### src/rtl/vault_work_loader.sv
// vault_work_loader
// Assembles a 32-bit valid/ready word stream into WORDS-word work packages,
// rejects packages of the wrong length, and hands complete packages to the
// mining core through a double-buffered valid/ack slot. The shadow buffer
// fills while the active slot waits, so the core sees at most one idle
// transfer cycle between packages.

module vault_work_loader #(
  parameter int WORDS = 20,
  parameter int CNT_W = 16
) (
  input  logic                  clk,
  input  logic                  rst_n,
  input  logic [31:0]           s_data,
  input  logic                  s_valid,
  input  logic                  s_last,
  output logic                  s_ready,
  output logic [WORDS*32-1:0]   work_package,
  output logic                  work_valid,
  input  logic                  work_ack,
  output logic                  err_len,
  output logic [7:0]            err_count,
  output logic [CNT_W-1:0]      pkt_count
);

  localparam int                IDX_W    = 5;
  localparam logic [IDX_W-1:0]  LAST_IDX = IDX_W'(WORDS - 1);

  typedef enum logic [1:0] {
    FILL    = 2'd0,
    FULL    = 2'd1,
    DISCARD = 2'd2
  } state_t;

  state_t               state;
  logic [IDX_W-1:0]     idx;
  logic [WORDS*32-1:0]  shadow;

  logic beat;
  logic xfer;
  logic err_hit;

  // A word is taken only when the registered ready was high at the edge.
  assign beat = s_valid & s_ready;

  // Shadow moves to the active slot once the slot is empty or being acked.
  assign xfer = (state == FULL) & (~work_valid | work_ack);

  // Length error: last flag and final index disagree on a FILL beat.
  assign err_hit = beat & (state == FILL) & (s_last ^ (idx == LAST_IDX));

  // Shadow FSM: collects words, checks length, and drives ready and err_len.
  always_ff @(posedge clk) begin
    if (!rst_n) begin
      state   <= FILL;
      idx     <= '0;
      // NOTE: the wide shadow buffer is reset too, so a reset mid-packet can
      // never leak old words into a later package.
      shadow  <= '0;
      s_ready <= 1'b0;
      err_len <= 1'b0;
    end else begin
      // NOTE: every register here uses <= so all decisions in this edge see
      // the pre-edge state, matching the combinational beat/xfer terms.
      s_ready <= 1'b1;
      err_len <= err_hit;
      unique case (state)
        FILL: begin
          if (beat) begin
            shadow[32*int'(idx) +: 32] <= s_data;
            if (s_last && idx == LAST_IDX) begin
              state   <= FULL;
              idx     <= '0;
              s_ready <= 1'b0;
            end else if (s_last) begin
              idx <= '0;
            end else if (idx == LAST_IDX) begin
              state <= DISCARD;
              idx   <= '0;
            end else begin
              idx <= idx + 1'b1;
            end
          end
        end
        DISCARD: begin
          if (beat && s_last) begin
            state <= FILL;
            idx   <= '0;
          end
        end
        FULL: begin
          s_ready <= xfer;
          if (xfer) begin
            state <= FILL;
          end
        end
        default: begin
          state <= FILL;
          idx   <= '0;
        end
      endcase
    end
  end

  // Active slot and statistics: presentation to the core plus counters.
  always_ff @(posedge clk) begin
    if (!rst_n) begin
      work_valid   <= 1'b0;
      work_package <= '0;
      pkt_count    <= '0;
      err_count    <= '0;
    end else begin
      if (xfer) begin
        work_valid   <= 1'b1;
        work_package <= shadow;
      end else if (work_ack) begin
        work_valid <= 1'b0;
      end
      if (work_valid && work_ack) begin
        pkt_count <= pkt_count + 1'b1;
      end
      if (err_hit && err_count != 8'hFF) begin
        err_count <= err_count + 1'b1;
      end
    end
  end

endmodule

### config.mk
export PLATFORM = sky130hd
export DESIGN_NAME = vault_work_loader
export DESIGN_NICKNAME = d
export VERILOG_FILES = /design/src/rtl/vault_work_loader.sv
export SDC_FILE = /design/constraint.sdc
export NUM_CORES = 2
export LEC_CHECK = 0
export ABC_CLOCK_PERIOD_IN_PS = 8200
export BUFFER_PORTS_ARGS = -buffer_cell sky130_fd_sc_hd__buf_2
export CORE_ASPECT_RATIO = 0.7
export CORE_UTILIZATION = 50
export CTS_BUF_LIST = sky130_fd_sc_hd__clkbuf_8 sky130_fd_sc_hd__clkbuf_16
export DETAILED_ROUTE_END_ITERATION = 10
export GPL_TIMING_DRIVEN = 0
export PLACE_DENSITY = 0.78
export SETUP_SLACK_MARGIN = 0.1
export SLEW_MARGIN = 20
export SYNTH_ARGS = -nofsm -noshare
export SYNTH_HDL_FRONTEND = slang
export SYNTH_SLANG_ARGS = --single-unit
### constraint.sdc
create_clock -name clk -period 8.2 [get_ports clk]
set_clock_uncertainty 0.1 [all_clocks]
set_input_delay 0 -clock clk [delete_from_list [all_inputs] [get_ports clk]]
set_output_delay 0 -clock clk [all_outputs]
set_load 0.02 [all_outputs]
======== After elaboration in Yosys (flattened, before gate mapping) ========
Index checks and enable logic that the tools add are counted.
storage, ports and cells
  register bits after elaboration ......... 1314
  bits in latches ......................... 0
  RAM bits ................................ 0
  memory bits (read-only) ................. 0
  input port bits ......................... 37
  output and inout bits ................... 667
  logic and storage cells ................. 60
  memories ................................ 0
operators by class
  add/subtract/negate cells ............... 4
  $mul .................................... 0
  div/mod/pow operators ................... 0
  magnitude comparators ................... 0
  equal/unequal tests ..................... 9
  shifts and indexed selects .............. 2
  muxes and demuxes ....................... 19
  bitwise logic cells ..................... 8
  reductions and logical operators ........ 9
operators with widths
  cell                       number
  $bwmux 640                 1
  $shift 32x33->640 const A  1
  $shiftx 32x33->640         1
  $neg 10->33                1
  $mux 5                     5
  $add 16x1->16 const B      1
  $pmux 5 s3                 1
  $mux 2                     6
  $add 8x1->8 const B        1
  $ne 8x8->1 const B         1
  $ne 2x2->1 const B         3
  $pmux 2 s3                 1
  $add 5x1->5 const B        1
  $eq 5x5->1 const B         1
  $reduce_and 5->1           1
  $and 1x1->1                4
  $logic_and 1x1->1          4
  $mux 1                     4
  $ne 3x1->1 const B         1
  $ne 3x2->1 const B         1
  $reduce_and 3->1           1
  $eq 2x1->1 const B         1
  $eq 2x2->1 const B         1
  $logic_not 2->1            1
  6 further kinds            7

======== Logic depth before layout (Yosys ltp) ========
  depth after elaboration ................. 6
  gate-level depth with buffers ........... 15
  mapped depth without buffers ............ 9

======== Least setup slack after synthesis ========
No wires, ideal clock.
  kind .................................... register to register
  start ................................... register idx[0]
  end ..................................... register shadow[164]
  library setup time ...................... 0.072 ns
  arrival ................................. 3.073 ns
  required time ........................... 8.028 ns
  setup slack ............................. 4.956 ns
  stages on the path, launching flop included .. 15
  path buffers ............................ 5
  clock period less this slack ............ 3.244 ns
  cell sequence ........................... dfxtp_1 buf_2 buf_2 inv_1 ha_1 buf_2 nand2b_1 nor2_1 ha_1 buf_1 nand2_1 nor3_1 clkbuf_1 nand2_1 mux2i_1
between the ends
  longest elaborated chain between the ends .. 3
  elaborated cells on any way between the ends .. 4
  classes of those cells .................. add/sub: 1; shift: 2; mux: 1
ends and longest elaborated chain
  what                                                            RTL line  text
  start, declared                                                 36        logic [IDX_W-1:0] idx;
  start signal, assigned                                          81        idx <= idx + 1'b1;
  $neg 10->33 (*)                                                 70        shadow[32*int'(idx) +: 32] <= s_data;
  $shiftx 32x33->640 / $shift 32x33->640 (equally long branches)  70
  $bwmux 640 (*)                                                  70
  end signal, assigned by index                                   70
  end, declared                                                   37        logic [WORDS*32-1:0] shadow;
Mark *: on every way between the ends. The rest lies on a longest branch, timed or not.
A chain may end at the register's enable or synchronous reset.

======== Worst setup path after layout ========
  start ................................... register idx[0]
  end ..................................... register shadow[84]
The elaborated chain is that of the path after synthesis.

==> summary.md <==
| Metric | Value |
|---|---|
| Met1 Resource Use GR | 50.9% |
| Number of synthesized flops with an enable pin | 0 |
| Post-synthesis mux area share | 8.07% |
| Vias in the first global route | 42800 |
| Final setup vio count | 0 |
| IO Port Bufs | 681 |
| VDD IR max | 0.175 mV |
| Clock Sink Count | 1314 |
| Crit path from | idx[0] |
| TritonRoute pass-1 iters | 9 |
| Ys async rst share | 0% |
| Clock buffer depth | 3 |
| Core ar. | 96200 um^2 |
| Critical Path Sink Type | register |
| Drt total wl | 197000 um |
| RR Startpoint | idx[0] |
| Tcrit/Tclk final | 61.9% |
| Residual DRC | 0 |
| Cell mode on critical path | buf_2 |
| Vias per cell | 5.89 |
| Post-Synth Adder-Cell Area | 0.154% |
| First-pass GRT wire length | 280000 um |
| Commonest non-fill, non-tap cell in the layout | nand2_1 |
| Crit path kind | reg -> reg |
| Hold_sp | work_ack |
| Die ar. | 98500 um^2 |
| Die width | 375 um |
| F_max | 0.197 GHz |
| Tot GR Track Use | 38.3% |
| Num rows | 95 |
| Power Density | 217 nW/um^2 |
| Mapped Area | 48600 um^2 |
| CP Data Arrival Time | 5.63 ns |
| Complex-gate fraction of the synthesized area | 13.1% |
| Hold Worst Slack | 0.0743 ns |
| Routed Antenna Nets | 0 |
| Main combinational cell family by area after synthesis | simple AND/OR/NAND/NOR gates |
| DR WL/cell | 24.9 um |
| Area growth syn-to-layout | 20.2% |
| Worst Max-Slew Pin Slew | 1.30 ns |
| Main flop type after synthesis | dfxtp_1 |
| RSZ-0062 raised after global routing | no |
| Most frequent cells in the layout | nand2_1 (1856), dfxtp_1 (1314), buf_2 (759) |
| Post-CTS Resized | 0 |
| Post-Place Cells | 7629 |
| CP top delay family | simple AND/OR/NAND/NOR gates |
| Layout cell share with drive strength beyond 1 | 16.0% |
| Reg area | 26300 um^2 |
| Syn Nets | 5713 |
| CP bufs+invs | 6 |
| Final Max Slew Viols | 0 |
| Fin cells | 7889 |
| DRT iter0 DRCs | 5615 |
| Grt ovf | 0 |
| YS warnings | 0 |
| Leakage power | 23.5 nW |
| Avg Cell Area, Syn | 8.57 um^2 |
| Initial antenna violation count | 14 |
| Root buffer cell | clkbuf_16 |
| Worst-Skew Late Latency | 0.74 ns |
| Sequential element share of the synthesized area | 54.1% |
| WP data required | 8.75 ns |
| Final min period | 5.08 ns |
| Cts bufs inserted | 116 |
| IO Count | 704 |
| M3 GR Usage | 13.0% |
| GPL Wtd Cong | 0.969 |
| FF+latch count, synth | 1314 |
| Fin Setup TNS | 0 ns |
| Max_cap viols | 0 |
| Syn Inst Count | 5670 |
| Pin count of the biggest net entering global routing | 17 |
| Nets | 6566 |
| CTS tree | yes |
| Die Y | 263 um |
| Worst-path cell chain | buf_2, buf_2, inv_1, ha_1, buf_2, nand2b_1, nor2_1, ha_1, buf_1, nand2_1, nor3_1, clkbuf_1, nand3_1, mux2i_1 |
| Htree depth | 3 |
| Distinct cell type count after synthesis | 69 |
| Post-Synth Simple-Gate Area | 19.7% |
| Multi-input gate area | 20100 um^2 |
| Critical Path Max Stage Delay | 1.05 ns |
| CP max-delay cell | nor3_1 |
| Vias | 46500 |
| Post-synthesis xor/xnor area fraction | 0.252% |
| Hold Path Class | in -> reg |
| Worst Setup Start Kind | register |
| Rel. slew slack | 13.3% |
| Met2 Usage GRT | 55.1% |
| Final Hold Fails | 0 |
| Status | complete, no violations |
| Clock transition at path regs | 0.07 ns |
| DP HPWL | 141000 um |
| Starting Density | 50.6% |
| Filler cells | 8221 |
| GR peak layer | met2 |
| Crit Path Max Fanout | 10 |
-- metal layers --
metal | part of all wire, % | up-vias
met1 | 40 | 22200
met3 | 12 | 644
met2 | 41 | 2720
met5 | 0.024 | -
met4 | 6.0 | 8
li1 | - | 20900
-- state kept, by name, indices dropped and copies added, names as in the netlist --
name,cells
err_count,8
work_package,640
err_len,1
shadow,640
idx,5
pkt_count,16
work_valid,1
s_ready,1
state,2
-- tightest hold or removal path, delay by kind of cell --
kind | cells | cell delay, ns
simple gates | 1 | 0.08
compound gates | 1 | 0.06
buf+inv | 2 | 0.71
-- worst paths after layout --
kind	endpoint	slack, ns	cells after the start
worst max-delay path	shadow[84]	3.12	14
worst min-delay path	pkt_count[1]	0.07	4
worst max register to register	shadow[84]	3.12	14
worst min register to register	work_package[636]	0.34	2
-- logic make-up after synthesis --
group / after synthesis
DFF: 1314
AOI/OAI and AO/OA: 1094
xor gates and xnor gates: 14
buffers and inverters: 557
muxes: 392
adders and majority gates: 6
and+or+nand+nor: 2293
-- synthesized netlist by cell type (33+ instances only) --
cell,instances,area share (%)
nand2_1,1856,14
dfxtp_1,1314,54
a21oi_1,752,7.7
clkbuf_1,442,3.4
mux2i_1,392,8.1
nand4_1,198,2.5
nand3_1,109,1.1
o21ai_0,79,0.81
buf_2,78,0.80
a22o_1,77,1.4
a31oi_1,40,0.51
nor2_1,35,0.27
o2bb2ai_1,33,0.59
-- power breakdown --
group	switching (mW)	internal, mW	leakage (nW)
Sequential	0.00613	6.39	10.6
Combinational	0.482	0.0984	10.8
Clock	2.55	3.15	2.02
Total	3.03	9.64	23.5
-- per-stage QoR --
| stage | area, um^2 | worst slack (ns) | utilization, % | power, mW |
|---|---|---|---|---|
| 3_3_place_gp | 53600 | 3.34 | 55.7 | 7.03 |
| 4_1_cts | 58400 | 3.40 | 60.7 | 12.6 |
| 2_1_floorplan | 48600 | 4.96 | - | 6.78 |
| 3_5_place_dp | 54100 | 3.42 | 56.2 | 7.07 |
| 6_report | 58400 | 3.12 | 60.8 | 12.7 |
| 5_1_grt | 58400 | 2.97 | 60.7 | 12.9 |
-- cell type report --
cell class,count,share of cell area [%]
diodes,8,0.0343
flip-flops and latches,1314,45.0
repair buffers,735,7.18
well taps,1261,2.70
plain buffers,545,3.85
multi-input cells,3799,34.4
clock buffers,142,5.62
inverters,12,0.0771
clock inverters,73,1.13
-- repair_timing --
| action | 4_1_cts | 5_1_grt |
|---|---|---|
| hold endpoints to repair | 224 | 0 |
| hold buffers | 37 | 0 |
| buffers inserted | 0 | 0 |
No activity file was read; power rests on OpenSTA's default activity.
